`src/rtl/arb2_rr_sel.sv`:
```
// Two-requester round-robin arbiter driving a registered 2:1 mux select.
// Optional forced release after MAX_HOLD cycles with macro ARB_TIMEOUT_EN.
module arb2_rr_sel #(
  parameter int MAX_HOLD = 16,
  parameter int CNT_W    = 8
) (
  input  logic clk,
  input  logic rst_n,
  input  logic req0,
  input  logic req1,
  input  logic done,
  output logic s,
  output logic gnt0,
  output logic gnt1,
  output logic busy
`ifdef ARB_TIMEOUT_EN
  ,
  output logic timeout
`endif
);

  typedef enum logic [1:0] {
    IDLE,
    OWN0,
    OWN1
  } state_t;

  state_t             state, state_n;
  logic               last, last_n;
  logic               s_n;
  logic [CNT_W-1:0]   cnt, cnt_n;
  logic               req_own;
  logic               rel;
  logic               tmo_hit;

  if (MAX_HOLD < 2 || MAX_HOLD > 255 ||
      (1 << CNT_W) <= MAX_HOLD) begin : g_bad_cfg
    $error("arb2_rr_sel: illegal MAX_HOLD/CNT_W");
  end

  always_comb begin
    req_own = (state == OWN1) ? req1 : req0;
`ifdef ARB_TIMEOUT_EN
    tmo_hit = (state != IDLE) && req_own && !done &&
              (cnt == CNT_W'(MAX_HOLD - 1));
`else
    tmo_hit = 1'b0;
`endif
    rel = (state != IDLE) &&
          (done || !req_own || tmo_hit);

    last_n = last;
    if (rel) last_n = (state == OWN1);

    // Re-arbitrate with the updated pointer so a handover has no bubble
    state_n = state;
    if (state == IDLE || rel) begin
      unique case (1'b1)
        (req0 && req1):  state_n = last_n ? OWN0 : OWN1;
        (req0 && !req1): state_n = OWN0;
        (!req0 && req1): state_n = OWN1;
        default:         state_n = IDLE;
      endcase
    end

    s_n = s;
    if (state_n == OWN0) s_n = 1'b0;
    else if (state_n == OWN1) s_n = 1'b1;

    cnt_n = cnt;
    if (state_n == IDLE || state == IDLE || rel)
      cnt_n = '0;
    else if (cnt != '1)
      cnt_n = cnt + 1'b1;
  end

  always_ff @(posedge clk or negedge rst_n) begin
    if (!rst_n) begin
      state <= IDLE;
      last  <= 1'b1;
      s     <= 1'b0;
      gnt0  <= 1'b0;
      gnt1  <= 1'b0;
      busy  <= 1'b0;
      cnt   <= '0;
    end else begin
      state <= state_n;
      last  <= last_n;
      s     <= s_n;
      gnt0  <= (state_n == OWN0);
      gnt1  <= (state_n == OWN1);
      busy  <= (state_n != IDLE);
      cnt   <= cnt_n;
    end
  end

`ifdef ARB_TIMEOUT_EN
  always_ff @(posedge clk or negedge rst_n) begin
    if (!rst_n) timeout <= 1'b0;
    else        timeout <= tmo_hit;
  end
`endif

endmodule

```
`config.mk`:
```
export PLATFORM = sky130hd
export DESIGN_NAME = arb2_rr_sel
export DESIGN_NICKNAME = d
export VERILOG_FILES = /design/src/rtl/arb2_rr_sel.sv
export SDC_FILE = /design/constraint.sdc
export NUM_CORES = 1
export LEC_CHECK = 0
export ABC_CLOCK_PERIOD_IN_PS = 1680
export BUFFER_PORTS_ARGS = -buffer_cell sky130_fd_sc_hd__buf_4
export CAP_MARGIN = 20
export CORE_AREA = 2 2 39 41
export DETAILED_ROUTE_END_ITERATION = 16
export DIE_AREA = 0 0 41 43
export GPL_TIMING_DRIVEN = 0
export MAX_ROUTING_LAYER = met4
export PLACE_DENSITY_LB_ADDON = 0.15
export SLEW_MARGIN = 20
export SYNTH_ARGS = -nofsm -noshare
export SYNTH_HDL_FRONTEND = slang
export SYNTH_SLANG_ARGS = --single-unit
```
`constraint.sdc`:
```
create_clock -name clk -period 1.68 [get_ports clk]
set_input_delay 0.252 -clock clk [delete_from_list [all_inputs] [get_ports clk]]
set_output_delay 0.252 -clock clk [all_outputs]
set_load 0.005 [all_outputs]
```
==> results.tsv, run 1 <==
stage	metric	value	unit
run_status	run status	finished, final reports clean	
power_and_ir_drop	Switching Fraction	27.3	%
cells_and_area	post-synthesis to final-layout area growth	37.8	%
setup_path	crit-path cells	o311ai_2 > a21oi_1 > ha_1 > mux2i_1	
sta	Final Hold Fails	0	
sta	minimum clock period	1510	ps
clock_tree	Post-CTS Setup Repair Bufs	0	
synth	cell area after synthesis	348	sq um
setup_path	Buffers & Inverters on Critical Path	0	
clock_tree	CTS tree	built	
sta	Rel. slew slack	79.6	%
synth	YS warnings	0	
synth	mean area per synthesized cell	11.6	sq um
place	DP HPWL	446	um
synth	synth top area cells	dfrtp_1, ha_1, dfstp_2	
run	max_cap viols	0	
setup_path	Largest delay share family, worst path	compound AO/OA/AOI/OAI gates	
cells_and_area	share of layout cells above drive strength 1	34.9	%
setup_path	crit path max fanout	4	
sta	Clock Skew	4.76	ps
power_and_ir_drop	worst vdd rail ir drop	392	uV
power_and_ir_drop	P_leak	0.234	nW
setup_path	CP max-delay cell	dfrtp_1	
cells_and_area	ANT cells	0	
synth	Synth top area share	43.2	%
setup_path	Setup Crit Path Kind	reg2reg	
floorplanning	Die Y-Extent	43	um
sta	fmax	662	MHz
setup_path	Crit path largest cell delay	440	ps
setup_path	r2r startpoint	state[1]	
cells_and_area	Final #Nets	53	
global_route	first-pass GRT wire length	979	um
route	Detailed Routing Iterations Pass 1	2	
setup_path	CP required	1850	ps
setup_path	flop2flop setup slack	170	ps
power_and_ir_drop	Clock power frac	31.6	%
clock_tree	CTS sink cnt	7	
route	violation count after the first detailed-route iteration	2	
sta	RSZ-0062 raised after global routing	false	
place	Final GP Congestion	0.644	
sta	Max Slew Vio Count	0	
route	post-route ant nets	0	
power_and_ir_drop	PwrDens	1000	mW/mm^2
floorplanning	Die Wd	41	um
setup_path	Critical Path Sink	s	
synth	Synth area leader	dfrtp_1	
floorplanning	Placement Rows	14	
setup_path	CP startpoint	state[1]	
power_and_ir_drop	Reg power frac	46.5	%
synth	Unique masters post-synth	16	
synth	Post-Syn Nets	39	
synth	Async SR Flop Fraction	100	%
route	routed vias/inst	4.53	
sta	crit share post-route	89.9	%
floorplanning	core area	0.00138	sq mm
synth	top_reg_cell synth	dfrtp_1	
global_route	pin count of the biggest net entering global routing	8	
setup_path	CP Capture Type	register	
clock_tree	CTS Buf Count	3	
synth	Synth Register Bits	7	
sta	worst slew pin tran	306	ps
global_route	gr usage total	9.93	%
route	Total Wirelength	609	um
route	DR WL/cell	10.3	um
setup_path	Reg-to-Reg End	s	
setup_path	cell depth of the worst setup path	4	
setup_path	Crit path arrival time	1680	ps
synth	sequential area share after synthesis	50.7	%
floorplanning	IO Pins	9	
route	drt drc	0	
clock_tree	Clock transition at path regs	50	ps
cells_and_area	fin util	34.6	%
power_and_ir_drop	internal power	349	uW
global_route	grt total ovfl	0	
synth	Post-synth EDFFs	0	
place	# port buffers	8	
clock_tree	CTS root buffer	clkbuf_4	
clock_tree	Clk Latency, worst-skew pair	250	ps
global_route	vias in the first global route	251	
power_and_ir_drop	Gate power share	21.9	%
power_and_ir_drop	P_sw	131	uW
synth	top cells by count, synth	dfrtp_1, ha_1, a21oi_1, inv_1	
setup_path	Worst R2R Path Depth	4	
floorplanning	Die ar.	0.00176	sq mm
setup_path	nature of the critical path startpoint	register	
sta	Hold Worst Slack	170	ps
clock_tree	clock tree buffer depth	2	
floorplanning	Initial Util	25.1	%
sta	Setup TNS Final	0	ps
synth	most frequent cell after synthesis	dfrtp_1	
clock_tree	htree depth	1	
worst_hold_path	HP Class	in2reg	
global_route	initial antenna violation count	0	
sta	final setup fails	0	
route	Vias	267	
synth	Syn Inst Count	30	
layout make-up:
cell class / count / area, sq um
Clock buffer: 4 / 26.3
Fill cell: 150 / 905
Inverter: 3 / 11.3
Multi-Input combinational cell: 20 / 175
Sequential cell: 7 / 176
Tap cell: 16 / 20.0
Timing Repair Buffer: 9 / 70.1
sequential cells by signal (all words and copies together) (netlist names):
name	cells
state	2
busy	1
gnt0	1
gnt1	1
last	1
s	1
through the flow:
| step | instances | area [sq um] | power (mW) | setup slack, ps |
|---|---|---|---|---|
| floorplan | 30 | 348 | 0.273 | 247 |
| global placement | 54 | 428 | 0.320 | 129 |
| detailed placement | 54 | 428 | 0.324 | 119 |
| CTS | 59 | 464 | 0.482 | 106 |
| global route | 59 | 479 | 0.525 | 67.2 |
| finish | 59 | 479 | 0.479 | 170 |
power groups by stage:
| stage | registers (mW) | logic [mW] | clock network (mW) |
|---|---|---|---|
| after floorplan | 0.221 | 0.0523 | 0 |
| after global placement | 0.221 | 0.0992 | 0 |
| after detailed placement | 0.223 | 0.101 | 0 |
| after CTS | 0.221 | 0.102 | 0.159 |
| after global routing | 0.226 | 0.120 | 0.179 |
| final | 0.223 | 0.105 | 0.151 |
logic make-up (layout without fill, tap and decap cells):
logic type / after synthesis / in the layout / synth area share, %
and+or+nand+nor: 6 / 6 / 10.4
adders and majority gates: 4 / 4 / 14.4
buffers and inverters: 3 / 16 / 3.24
muxes: 1 / 1 / 2.88
AOI/OAI and AO/OA: 9 / 9 / 18.3
DFF: 7 / 7 / 50.7
layout by cell type, fill, tap and decap left out, drive strengths merged:
| cell type | n |
|---|---|
| o21a | 1 |
| clkbuf | 4 |
| nor2 | 1 |
| nand2 | 2 |
| buf | 8 |
| o311ai | 2 |
| a21o | 1 |
| o311a | 1 |
| nand3 | 1 |
| dfstp | 1 |
| ha | 4 |
| dfrtp | 6 |
| inv | 3 |
| dlygate4sd3 | 1 |
| a21oi | 3 |
| o22ai | 1 |
| mux2i | 1 |
| nand2b | 2 |
worst min path at each step:
| stage | start | end | cells past startpoint |
|---|---|---|---|
| 2_1_floorplan | rst_n | busy | 0 |
| 5_1_grt | done | last | 2 |
| 6_report | done | last | 2 |
| 4_1_cts | done | last | 2 |
| 3_3_place_gp | rst_n | state[1] | 1 |
| 3_5_place_dp | rst_n | busy | 1 |
layer usage:
| metal | vias to the layer above | track usage [%] | wire, um |
|---|---|---|---|
| met5 | - | - | 0 |
| met4 | 0 | 8.00 | 19 |
| met3 | 5 | 9.42 | 57 |
| met2 | 8 | 12.2 | 307 |
| met1 | 122 | 8.82 | 224 |
| li1 | 132 | - | - |
timing repair:
action / 4_1_cts / 5_1_grt
endpoints found under the setup margin: 0 / 1
resized for setup: 0 / 2
hold endpoints to repair: 7 / 0
hold buffers: 1 / 0
(Power assumes the default switching activity.)
==> run 2: changes to the inputs <==
--- a/config.mk
+++ b/config.mk
@@ -8,6 +8,8 @@
 export ABC_CLOCK_PERIOD_IN_PS = 1680
 export BUFFER_PORTS_ARGS = -buffer_cell sky130_fd_sc_hd__buf_4
 export CAP_MARGIN = 20
+export CELL_PAD_IN_SITES_DETAIL_PLACEMENT = 1
+export CELL_PAD_IN_SITES_GLOBAL_PLACEMENT = 1
 export CORE_AREA = 2 2 39 41
 export DETAILED_ROUTE_END_ITERATION = 16
 export DIE_AREA = 0 0 41 43
==> results.tsv, run 2 (synthesized netlist as in run 1, its figures left out) <==
stage	metric	value	unit
setup_path	CP startpoint	state[0]	
floorplanning	Die ar.	0.00176	sq mm
sta	Final Hold Fails	0	
sta	final setup fails	0	
sta	fmax	633	MHz
sta	Clock Skew	4.63	ps
cells_and_area	Final #Nets	53	
setup_path	CP Capture Type	register	
floorplanning	Initial Util	25.1	%
floorplanning	Die Wd	41	um
route	violation count after the first detailed-route iteration	8	
sta	minimum clock period	1580	ps
power_and_ir_drop	Final Power	484	uW
power_and_ir_drop	worst vdd rail ir drop	490	uV
route	DR WL/cell	12.5	um
floorplanning	Die Y-Extent	43	um
setup_path	flop2flop setup slack	100	ps
sta	Rel. slew slack	79.2	%
cells_and_area	Reg with most FFs	state	
global_route	initial antenna violation count	0	
route	Vias	275	
global_route	M1 GR Usage	9.63	%
route	drt drc	0	
setup_path	CP required	1850	ps
sta	worst slew pin tran	311	ps
global_route	first-pass GRT wire length	1080	um
cells_and_area	post-synthesis to final-layout area growth	37.8	%
setup_path	nature of the critical path startpoint	register	
setup_path	Worst R2R Path Depth	4	
global_route	met3 GRT Util	7.85	%
route	Detailed Routing Iterations Pass 1	4	
run_status	run status	finished, final reports clean	
setup_path	r2r startpoint	state[0]	
sta	crit share post-route	94.0	%
worst_hold_path	HP Class	in2reg	
clock_tree	Clk Latency, worst-skew pair	250	ps
setup_path	Reg-to-Reg End	s	
run	max_cap viols	0	
place	# port buffers	8	
global_route	vias in the first global route	268	
floorplanning	IO Pins	9	
cells_and_area	most frequent cells in the layout	buf_4, dfrtp_1, ha_1	
global_route	pin count of the biggest net entering global routing	8	
cells_and_area	multi-input logic area	175	sq um
sta	Max Slew Vio Count	0	
floorplanning	Placement Rows	14	
global_route	grt total ovfl	0	
clock_tree	clock tree buffer depth	2	
clock_tree	CTS Buf Count	3	
power_and_ir_drop	PwrDens	1010	mW/mm^2
floorplanning	core area	0.00138	sq mm
setup_path	Setup Crit Path Kind	reg2reg	
route	routed vias/inst	4.66	
power_and_ir_drop	P_leak	0.234	nW
clock_tree	Clock transition at path regs	50	ps
clock_tree	htree depth	1	
place	DP HPWL	561	um
global_route	met2 usage	15.0	%
cells_and_area	most common cell after layout, fill and taps aside	buf_4	
clock_tree	CTS root buffer	clkbuf_4	
global_route	busiest grt layer	met2	
setup_path	Critical Path Sink	s	
global_route	gr usage total	10.2	%
clock_tree	CTS tree	built	
setup_path	crit path max fanout	7	
clock_tree	Post-CTS Setup Repair Bufs	0	
sta	RSZ-0062 raised after global routing	false	
cells_and_area	sequential cell area	176	sq um
cells_and_area	fill cell count	162	
place	Final GP Congestion	0.665	
clock_tree	CTS sink cnt	7	
cells_and_area	max reg flops	2	
route	Total Wirelength	738	um
sta	Setup TNS Final	0	ps
cells_and_area	ANT cells	0	
setup_path	Crit path arrival time	1750	ps
cells_and_area	share of layout cells above drive strength 1	34.9	%
route	post-route ant nets	0	
[run 2: where the power goes]
part           total, mW  switching (mW)  internal [mW]
registers          0.223          0.0237          0.199
logic              0.110          0.0506         0.0592
clock network      0.151          0.0602         0.0905
[run 2: worst min-delay path by stage]
stage / from / endpoint / slack (ps) / cells after the start
final: done / last / 180 / 2
after global routing: done / last / 180 / 2
after CTS: done / last / 160 / 2
after detailed placement: rst_n / busy / 70 / 1
after global placement: rst_n / gnt1 / 70 / 1
after floorplan: rst_n / busy / -40 / 0
[run 2: routing by layer]
metal	wire length, um	part of all wire [%]	vias to the layer above
met1	295	40	133
met4	2	0.27	0
li1	-	-	133
met2	385	52	7
met3	54	7.3	2
met5	0	0	-
[run 2: area by class of cell]
class | count | area share, %
timing repair buffer | 9 | 14.6
sequential | 7 | 36.8
inverter | 3 | 2.35
clock buffer | 4 | 5.48
tap | 16 | 4.18
multi-input combinational | 20 | 36.6
[run 2: what timing repair did]
item                                    in CTS  in global routing
gates resized for setup                      0                  2
hold buffers                                 1                  0
endpoints found under the hold margin        7                  0
endpoints found under the setup margin       0                  1
[run 2: critical path: stages, from the launching register on]
cell and delay, ps:
dfrtp_1 460, o311ai_2 330, a21oi_1 190, ha_1 320, mux2i_1 190
[run 2: per-stage QoR]
step | setup WS (ps) | instances | hold slack, ps | cell area (sq um) | utilization [%]
after CTS | 17.2 | 59 | 162 | 464 | 33.5
after global routing | 1.88 | 59 | 178 | 479 | 34.6
after detailed placement | 28.2 | 54 | 69.6 | 428 | 30.9
after floorplan | 247 | 30 | -43.6 | 348 | -
after global placement | 129 | 54 | 68.2 | 428 | 30.9
final | 101 | 59 | 178 | 479 | 34.6
